$ cat src/rtl/sctag_rdmat_pkg.sv
// Shared types and helpers for the RDMA write-buffer (WIB) allocation controller.
// Entry states, index type and the round-robin pick used by the arbiter.
package sctag_rdmat_pkg;

    localparam int NUM_ENT = 4;
    localparam int ENT_W   = 2;

    typedef enum logic [1:0] {
        ST_IDLE   = 2'd0,
        ST_FILL   = 2'd1,
        ST_PEND   = 2'd2,
        ST_INPIPE = 2'd3
    } ent_state_e;

    typedef logic [ENT_W-1:0] ent_idx_t;

    // Returns the first candidate found starting at ptr+1 (wrapping); 0 if none.
    function automatic ent_idx_t rr_pick(input logic [NUM_ENT-1:0] cand, input ent_idx_t ptr);
        ent_idx_t idx;
        ent_idx_t pick;
        logic     found;
        pick  = '0;
        found = 1'b0;
        for (int k = 1; k <= NUM_ENT; k++) begin
            idx = ptr + ent_idx_t'(k);
            if (!found && cand[idx]) begin
                pick  = idx;
                found = 1'b1;
            end
        end
        return pick;
    endfunction

endpackage

$ cat src/rtl/sctag_rdmat_ctl_if.sv
// Bus between the JBI/pipe side (master) and the WIB allocation controller (slave).
interface sctag_rdmat_ctl_if;
    import sctag_rdmat_pkg::*;

    // Request/grant: snp_winv_alloc_s1 is a request with no ready; the controller
    // answers in the same cycle with rdmat_alloc_vld_s1 plus rdmat_wr_entry_s1.
    // A request that is not granted is dropped (and flagged on rdmat_err).
    logic       snp_winv_alloc_s1;
    logic       snp_fill_done_s17;
    logic       arbctl_rdma_issue_c2;
    ent_idx_t   arbctl_rdma_issue_entry_c2;
    logic       rdma_release_vld;
    ent_idx_t   rdma_release_entry;
    ent_idx_t   rdmat_wr_entry_s1;
    logic       rdmat_alloc_vld_s1;
    logic [3:0] rdmat_vld;
    logic       rdmat_full;
    logic       rdmat_fill_active;
    logic       sctag_jbi_wib_dequeue;
    logic       rdmat_err;

    modport master (
        output snp_winv_alloc_s1, snp_fill_done_s17, arbctl_rdma_issue_c2,
               arbctl_rdma_issue_entry_c2, rdma_release_vld, rdma_release_entry,
        input  rdmat_wr_entry_s1, rdmat_alloc_vld_s1, rdmat_vld, rdmat_full,
               rdmat_fill_active, sctag_jbi_wib_dequeue, rdmat_err
    );

    modport slave (
        input  snp_winv_alloc_s1, snp_fill_done_s17, arbctl_rdma_issue_c2,
               arbctl_rdma_issue_entry_c2, rdma_release_vld, rdma_release_entry,
        output rdmat_wr_entry_s1, rdmat_alloc_vld_s1, rdmat_vld, rdmat_full,
               rdmat_fill_active, sctag_jbi_wib_dequeue, rdmat_err
    );

endinterface

$ cat src/rtl/sctag_rdmat_ent.sv
// Lifecycle FSM of one WIB entry: IDLE -> FILL -> PEND -> INPIPE -> IDLE.
// Exposes current and next state; err flags an event that does not match the state.
module sctag_rdmat_ent
    import sctag_rdmat_pkg::*;
(
    input  logic       clk,
    input  logic       rst,
    input  logic       grant,
    input  logic       fill_done_hit,
    input  logic       issue_hit,
    input  logic       release_hit,
    output ent_state_e state,
    output ent_state_e state_nxt,
    output logic       err
);

    ent_state_e state_q;
    ent_state_e state_d;

    always_ff @(posedge clk) begin
        if (rst) state_q <= ST_IDLE;
        else     state_q <= state_d;
    end

    always_comb begin
        state_d = state_q;
        case (state_q)
            ST_IDLE:   if (grant)         state_d = ST_FILL;
            ST_FILL:   if (fill_done_hit) state_d = ST_PEND;
            ST_PEND:   if (issue_hit)     state_d = ST_INPIPE;
            ST_INPIPE: if (release_hit)   state_d = ST_IDLE;
            default:                      state_d = ST_IDLE;
        endcase
    end

    always_comb begin
        state     = state_q;
        state_nxt = state_d;
        err       = (grant         && (state_q != ST_IDLE))
                  | (fill_done_hit && (state_q != ST_FILL))
                  | (issue_hit     && (state_q != ST_PEND))
                  | (release_hit   && (state_q != ST_INPIPE));
    end

endmodule

$ cat src/rtl/sctag_rdmat_ctl.sv
// WIB allocation controller: round-robin grant of IDLE entries, single-fill tracking,
// per-entry lifecycle, dequeue credit to JBI and a sticky protocol-error flag.
module sctag_rdmat_ctl
    import sctag_rdmat_pkg::*;
(
    input  logic rclk,
    input  logic rst,
    input  logic se,
    input  logic si,
    output logic so,
    sctag_rdmat_ctl_if.slave bus
);

    ent_state_e         ent_state     [NUM_ENT];
    ent_state_e         ent_state_nxt [NUM_ENT];
    logic [NUM_ENT-1:0] ent_err;
    logic [NUM_ENT-1:0] idle_vec;
    logic [NUM_ENT-1:0] fill_vec;
    logic [NUM_ENT-1:0] grant_vec;
    logic [NUM_ENT-1:0] fd_hit;
    logic [NUM_ENT-1:0] iss_hit;
    logic [NUM_ENT-1:0] rel_hit;
    logic               fill_active;
    logic               alloc_ok;
    ent_idx_t           pick;

    ent_idx_t           rr_ptr_q, rr_ptr_d;
    ent_idx_t           fill_entry_q, fill_entry_d;
    logic [NUM_ENT-1:0] vld_q, vld_d;
    logic               full_q, full_d;
    logic               deq_q, deq_d;
    logic               err_q, err_d;
    logic               so_q, so_d;

    for (genvar i = 0; i < NUM_ENT; i++) begin : g_ent
        sctag_rdmat_ent u_ent (
            .clk           (rclk),
            .rst           (rst),
            .grant         (grant_vec[i]),
            .fill_done_hit (fd_hit[i]),
            .issue_hit     (iss_hit[i]),
            .release_hit   (rel_hit[i]),
            .state         (ent_state[i]),
            .state_nxt     (ent_state_nxt[i]),
            .err           (ent_err[i])
        );
    end

    always_comb begin
        for (int i = 0; i < NUM_ENT; i++) begin
            idle_vec[i] = (ent_state[i] == ST_IDLE);
            fill_vec[i] = (ent_state[i] == ST_FILL);
            vld_d[i]    = (ent_state_nxt[i] != ST_IDLE);
        end
        fill_active = |fill_vec;
        pick        = rr_pick(idle_vec, rr_ptr_q);
        // Grant sees pre-edge state, so an entry released this cycle is not yet a candidate.
        alloc_ok    = bus.snp_winv_alloc_s1 && !fill_active && (|idle_vec);
        for (int i = 0; i < NUM_ENT; i++) begin
            grant_vec[i] = alloc_ok && (pick == ent_idx_t'(i));
            fd_hit[i]    = bus.snp_fill_done_s17 && fill_active && (fill_entry_q == ent_idx_t'(i));
            iss_hit[i]   = bus.arbctl_rdma_issue_c2 && (bus.arbctl_rdma_issue_entry_c2 == ent_idx_t'(i));
            rel_hit[i]   = bus.rdma_release_vld && (bus.rdma_release_entry == ent_idx_t'(i));
        end
        rr_ptr_d     = alloc_ok ? pick : rr_ptr_q;
        fill_entry_d = alloc_ok ? pick : fill_entry_q;
        full_d       = &vld_d;
        deq_d        = bus.rdma_release_vld && (ent_state[bus.rdma_release_entry] == ST_INPIPE);
        err_d        = err_q
                     | (bus.snp_winv_alloc_s1 && !alloc_ok)
                     | (bus.snp_fill_done_s17 && !fill_active)
                     | (|ent_err);
        so_d         = se ? si : so_q;
    end

    always_ff @(posedge rclk) begin
        if (rst) begin
            rr_ptr_q     <= ent_idx_t'(NUM_ENT - 1);
            fill_entry_q <= '0;
            vld_q        <= '0;
            full_q       <= 1'b0;
            deq_q        <= 1'b0;
            err_q        <= 1'b0;
            so_q         <= 1'b0;
        end else begin
            rr_ptr_q     <= rr_ptr_d;
            fill_entry_q <= fill_entry_d;
            vld_q        <= vld_d;
            full_q       <= full_d;
            deq_q        <= deq_d;
            err_q        <= err_d;
            so_q         <= so_d;
        end
    end

    always_comb begin
        bus.rdmat_alloc_vld_s1    = alloc_ok;
        bus.rdmat_wr_entry_s1     = alloc_ok ? pick : '0;
        bus.rdmat_vld             = vld_q;
        bus.rdmat_full            = full_q;
        bus.rdmat_fill_active     = fill_active;
        bus.sctag_jbi_wib_dequeue = deq_q;
        bus.rdmat_err             = err_q;
        so                        = so_q;
    end

endmodule

$ cat src/flat_wrapper.sv
// flat-port wrapper written by rule: the top's interface ports become plain ports
module sctag_rdmat_ctl_flat import sctag_rdmat_pkg::*;
  (rclk, rst, se, si, so, bus_snp_winv_alloc_s1, bus_snp_fill_done_s17, bus_arbctl_rdma_issue_c2, bus_arbctl_rdma_issue_entry_c2, bus_rdma_release_vld, bus_rdma_release_entry, bus_rdmat_wr_entry_s1, bus_rdmat_alloc_vld_s1, bus_rdmat_vld, bus_rdmat_full, bus_rdmat_fill_active, bus_sctag_jbi_wib_dequeue, bus_rdmat_err);
  sctag_rdmat_ctl_if bus_i ();
  input  logic rclk;
  input  logic rst;
  input  logic se;
  input  logic si;
  output logic so;
  input wire logic [$bits(bus_i.snp_winv_alloc_s1)-1:0] bus_snp_winv_alloc_s1;
  input wire logic [$bits(bus_i.snp_fill_done_s17)-1:0] bus_snp_fill_done_s17;
  input wire logic [$bits(bus_i.arbctl_rdma_issue_c2)-1:0] bus_arbctl_rdma_issue_c2;
  input wire logic [$bits(bus_i.arbctl_rdma_issue_entry_c2)-1:0] bus_arbctl_rdma_issue_entry_c2;
  input wire logic [$bits(bus_i.rdma_release_vld)-1:0] bus_rdma_release_vld;
  input wire logic [$bits(bus_i.rdma_release_entry)-1:0] bus_rdma_release_entry;
  output wire logic [$bits(bus_i.rdmat_wr_entry_s1)-1:0] bus_rdmat_wr_entry_s1;
  output wire logic [$bits(bus_i.rdmat_alloc_vld_s1)-1:0] bus_rdmat_alloc_vld_s1;
  output wire logic [$bits(bus_i.rdmat_vld)-1:0] bus_rdmat_vld;
  output wire logic [$bits(bus_i.rdmat_full)-1:0] bus_rdmat_full;
  output wire logic [$bits(bus_i.rdmat_fill_active)-1:0] bus_rdmat_fill_active;
  output wire logic [$bits(bus_i.sctag_jbi_wib_dequeue)-1:0] bus_sctag_jbi_wib_dequeue;
  output wire logic [$bits(bus_i.rdmat_err)-1:0] bus_rdmat_err;
  assign bus_i.snp_winv_alloc_s1 = bus_snp_winv_alloc_s1;
  assign bus_i.snp_fill_done_s17 = bus_snp_fill_done_s17;
  assign bus_i.arbctl_rdma_issue_c2 = bus_arbctl_rdma_issue_c2;
  assign bus_i.arbctl_rdma_issue_entry_c2 = bus_arbctl_rdma_issue_entry_c2;
  assign bus_i.rdma_release_vld = bus_rdma_release_vld;
  assign bus_i.rdma_release_entry = bus_rdma_release_entry;
  assign bus_rdmat_wr_entry_s1 = bus_i.rdmat_wr_entry_s1;
  assign bus_rdmat_alloc_vld_s1 = bus_i.rdmat_alloc_vld_s1;
  assign bus_rdmat_vld = bus_i.rdmat_vld;
  assign bus_rdmat_full = bus_i.rdmat_full;
  assign bus_rdmat_fill_active = bus_i.rdmat_fill_active;
  assign bus_sctag_jbi_wib_dequeue = bus_i.sctag_jbi_wib_dequeue;
  assign bus_rdmat_err = bus_i.rdmat_err;
  sctag_rdmat_ctl u_core (.rclk(rclk), .rst(rst), .se(se), .si(si), .so(so), .bus(bus_i));
endmodule
$ cat config.mk
export PLATFORM = sky130hd
export DESIGN_NAME = sctag_rdmat_ctl_flat
export DESIGN_NICKNAME = d
export VERILOG_FILES = /design/src/rtl/sctag_rdmat_pkg.sv /design/src/rtl/sctag_rdmat_ctl_if.sv /design/src/rtl/sctag_rdmat_ent.sv /design/src/rtl/sctag_rdmat_ctl.sv /design/src/flat_wrapper.sv
export SDC_FILE = /design/constraint.sdc
export NUM_CORES = 1
export LEC_CHECK = 0
export BUFFER_PORTS_ARGS = -buffer_cell sky130_fd_sc_hd__buf_4
export CAP_MARGIN = 10
export CORE_MARGIN = 3
export CORE_UTILIZATION = 55
export DETAILED_ROUTE_END_ITERATION = 10
export PLACE_DENSITY = 0.79
export SLEW_MARGIN = 25
export SYNTH_ARGS = -nofsm -noshare
export SYNTH_HDL_FRONTEND = slang
export SYNTH_SLANG_ARGS = --single-unit
$ cat constraint.sdc
create_clock -name rclk -period 2.45 [get_ports rclk]
set_input_delay 0.6125 -clock rclk [delete_from_list [all_inputs] [get_ports rclk]]
set_output_delay 0.6125 -clock rclk [all_outputs]
set_load 0.05 [all_outputs]
==> flow_summary.yaml <==
status:
  status: "finished, violations left"
  failed_checks: "setup timing"
critical_path:
  cp_data_required_time_ns: 1.84
  cp_top_family: "simple AND/OR/NAND/NOR gates"
  startpoint_type: "flip-flop"
  reg2reg_depth: 8
  path_buf_inv: 3
  path_max_fanout: 6
  cp_cell_sequence: "nor2b_4 > or4_4 > or3_4 > buf_6 > clkinv_8 > buf_12"
  crit_type: "reg -> out"
  cp.depth: 6
  worstSetupEndpointType: "primary output"
  crit_arrival_ns: 2.01
  max_stage_delay_ns: 0.53
  critPathSlowestCell: "or4_4"
clock_network:
  cts.sinks: 20
  clock_path_buffers: 2
  cts_inserted_buffers: 3
  cts_hold_buf: 0
  cts.clk_slew.worst_paths_ns: 0.12
  root_buffer: "clkbuf_4"
  cts_tree: "yes"
  clk_latency_ns: 0.31
  h-tree-depth: 1
synth:
  syn_inst: 163
  syn_avg_cell_area_um2: 8.41
  yosys-top-cells-count: "22 x nor2_1, 20 x dfxtp_1, 11 x a21oi_1"
  synth.most_common_cell: "nor2_1"
  synth.distinct_cells: 56
  yosysTopAreaCell: "dfxtp_1"
  synth-seq-area-share_pct: 29.2
  synth.net_count: 175
  synth.area.top_cells: "dfxtp_1 29%, nor2_1 6.0%, a21oi_1 4.0%"
  synth-edff-count: 0
  ys.flop_type: "dfxtp_1"
  ys_async_sr_fraction_pct: 0
  ys_warn_count: 0
  ys_seq_elements: 20
  synth_top_area_share_pct: 29.2
  syn_area_um2: 1370
timing:
  worstMarginPinSlew_ns: 0.593
  rsz0062_at_grt: "yes"
  fin_crit_sh_pct: 107
  max_freq_ghz: 0.381
  fin_worst_skew_ns: 0.00135
  hold_viol: 0
  slew_viol_final: 0
  max_slew_margin_pct: 60.4
  period_needed_ns: 2.63
  setup_viol: 3
  worst_slack_ns: -0.176
  tns_ns: -0.441
hold_path:
  hold_depth: 3
  hold_path_class: "in -> reg"
flow_run:
  drv_cap: 0
placement:
  hpwl_um: 2950
  port_buffers: 23
  place_congestion: 0.905
floorplan:
  die_w_um: 55.9
  fp.dieArea_um2: 3130
  initial_core_util_pct: 59.6
  std_cell_rows: 17
  ioPinCount: 24
  fp.dieH_um: 55.9
  core_um2: 2300
finish:
  antenna_cells: 0
  fin_util_pct: 75.6
  syn_to_final_growth_pct: 26.8
  fin_nets: 207
  drive_above_1_share_pct: 34.0
grt:
  antenna_found_initial: 0
  grt_overflow: 0
  grt_max_degree: 22
  track_usage_pct: 26.9
  grt_pass1_wl_um: 6760
  grt_pass1_vias: 1351
power:
  p_leak_nw: 0.675
  power.density_nw_per_um2: 1410
  peakVddDrop_mv: 1.27
route:
  drc: 0
  vias: 1455
  drt_iter0_markers: 71
  ant_nets: 0
  wl_um: 4090
  viasPerCell: 6.55
  drt-wirelength-per-cell_um: 18.4
  drtPass1Iterations: 5
## placed cells by master, fill, tap and decap left out, drive strengths merged, types with 2 or more instances in the layout
cell,Yosys,routed
buf,7,39
nor2,22,22
dfxtp,20,20
a21oi,11,11
nand2,8,8
inv,6,6
nand3,6,6
nand3b,6,6
o21ai,5,5
nor3b,4,4
or3,4,4
a211oi,4,4
nor2b,4,4
o22ai,3,3
or2,3,3
nor3,3,3
mux2i,3,3
clkbuf,5,3
a41oi,3,3
o32ai,2,2
nand4b,2,2
a21o,2,2
a32o,2,2
nor4,2,2
## cell families (layout without fill, tap and decap cells)
family,count (synthesis),count (layout),share of synthesized area (%)
AOI/OAI and AO/OA,49,49,27.9
buffers and inverters,19,50,8.04
DFF,20,20,29.2
muxes,5,5,4.66
and+or+nand+nor,70,70,30.2
## sequential cells by signal, summed over array words and instances, names as in the netlist
| name | cells |
|---|---|
| u_core.g_ent.u_ent.state | 8 |
| u_core.bus.rdmat_vld | 4 |
| u_core.fill_entry_q | 2 |
| u_core.rr_ptr_q | 2 |
| u_core.bus.rdmat_err | 1 |
| u_core.bus.rdmat_full | 1 |
| u_core.bus.sctag_jbi_wib_dequeue | 1 |
| u_core.so | 1 |
## per-stage QoR
step / power [mW] / hold WS, ns / cell area, um^2 / setup WS (ns) / cells
2_1_floorplan: 1.60 / 0.504 / 1380 / -0.172 / 163
3_3_place_gp: 1.97 / 0.474 / 1620 / 0.0911 / 216
3_5_place_dp: 2.00 / 0.518 / 1620 / 0.0506 / 216
4_1_cts: 2.36 / 0.552 / 1710 / -0.197 / 221
5_1_grt: 2.56 / 0.587 / 1740 / -0.203 / 222
6_report: 2.45 / 0.542 / 1740 / -0.176 / 222
## layer usage
| metal | routed length, um | vias up | track usage (%) |
|---|---|---|---|
| met3 | 464 | 9 | 3.94 |
| met1 | 1650 | 672 | 37.7 |
| met4 | 65 | 0 | 6.78 |
| met2 | 1910 | 98 | 43.4 |
| met5 | 0 | - | 0 |
| li1 | - | 676 | - |
## worst paths after layout
| check | start | endpoint | slack (ns) |
|---|---|---|---|
| setup / recovery | u_core.g_ent[1].u_ent.state[0]$_SDFF_PP0_ | bus_rdmat_alloc_vld_s1 | -0.18 |
| hold / removal | si | u_core.so$_SDFFE_PP0P_ | 0.54 |
| setup reg to reg | u_core.g_ent[3].u_ent.state[0]$_SDFF_PP0_ | u_core.g_ent[3].u_ent.state[0]$_SDFF_PP0_ | 0.25 |
| hold reg to reg | u_core.so$_SDFFE_PP0P_ | u_core.so$_SDFFE_PP0P_ | 0.54 |
## tightest hold or removal path, cell delays in order
cell	delay (ns)
buf_4	0.07
mux2i_1	0.06
nor2_1	0.08
## power by group
part | switching [mW] | internal [mW] | total (mW)
logic | 0.991 | 0.689 | 1.68
clock network | 0.110 | 0.166 | 0.275
registers | 0.0753 | 0.416 | 0.491
## timing repair
action	in CTS	in global routing
pin swaps	1	1
buffers inserted	1	1
hold endpoints to repair	0	0
gates resized for setup	7	6
setup endpoints to repair	3	3
## cell type report
cell class                 instances  area [um^2]
multi-input combinational        124          888
tap                               28         35.0
fill                             170          561
clock inverter                     1         30.0
timing repair buffer              39          320
clock buffer                       3         22.5
sequential                        20          402
inverter                           7         38.8
Power figures use the tool's default switching activity.
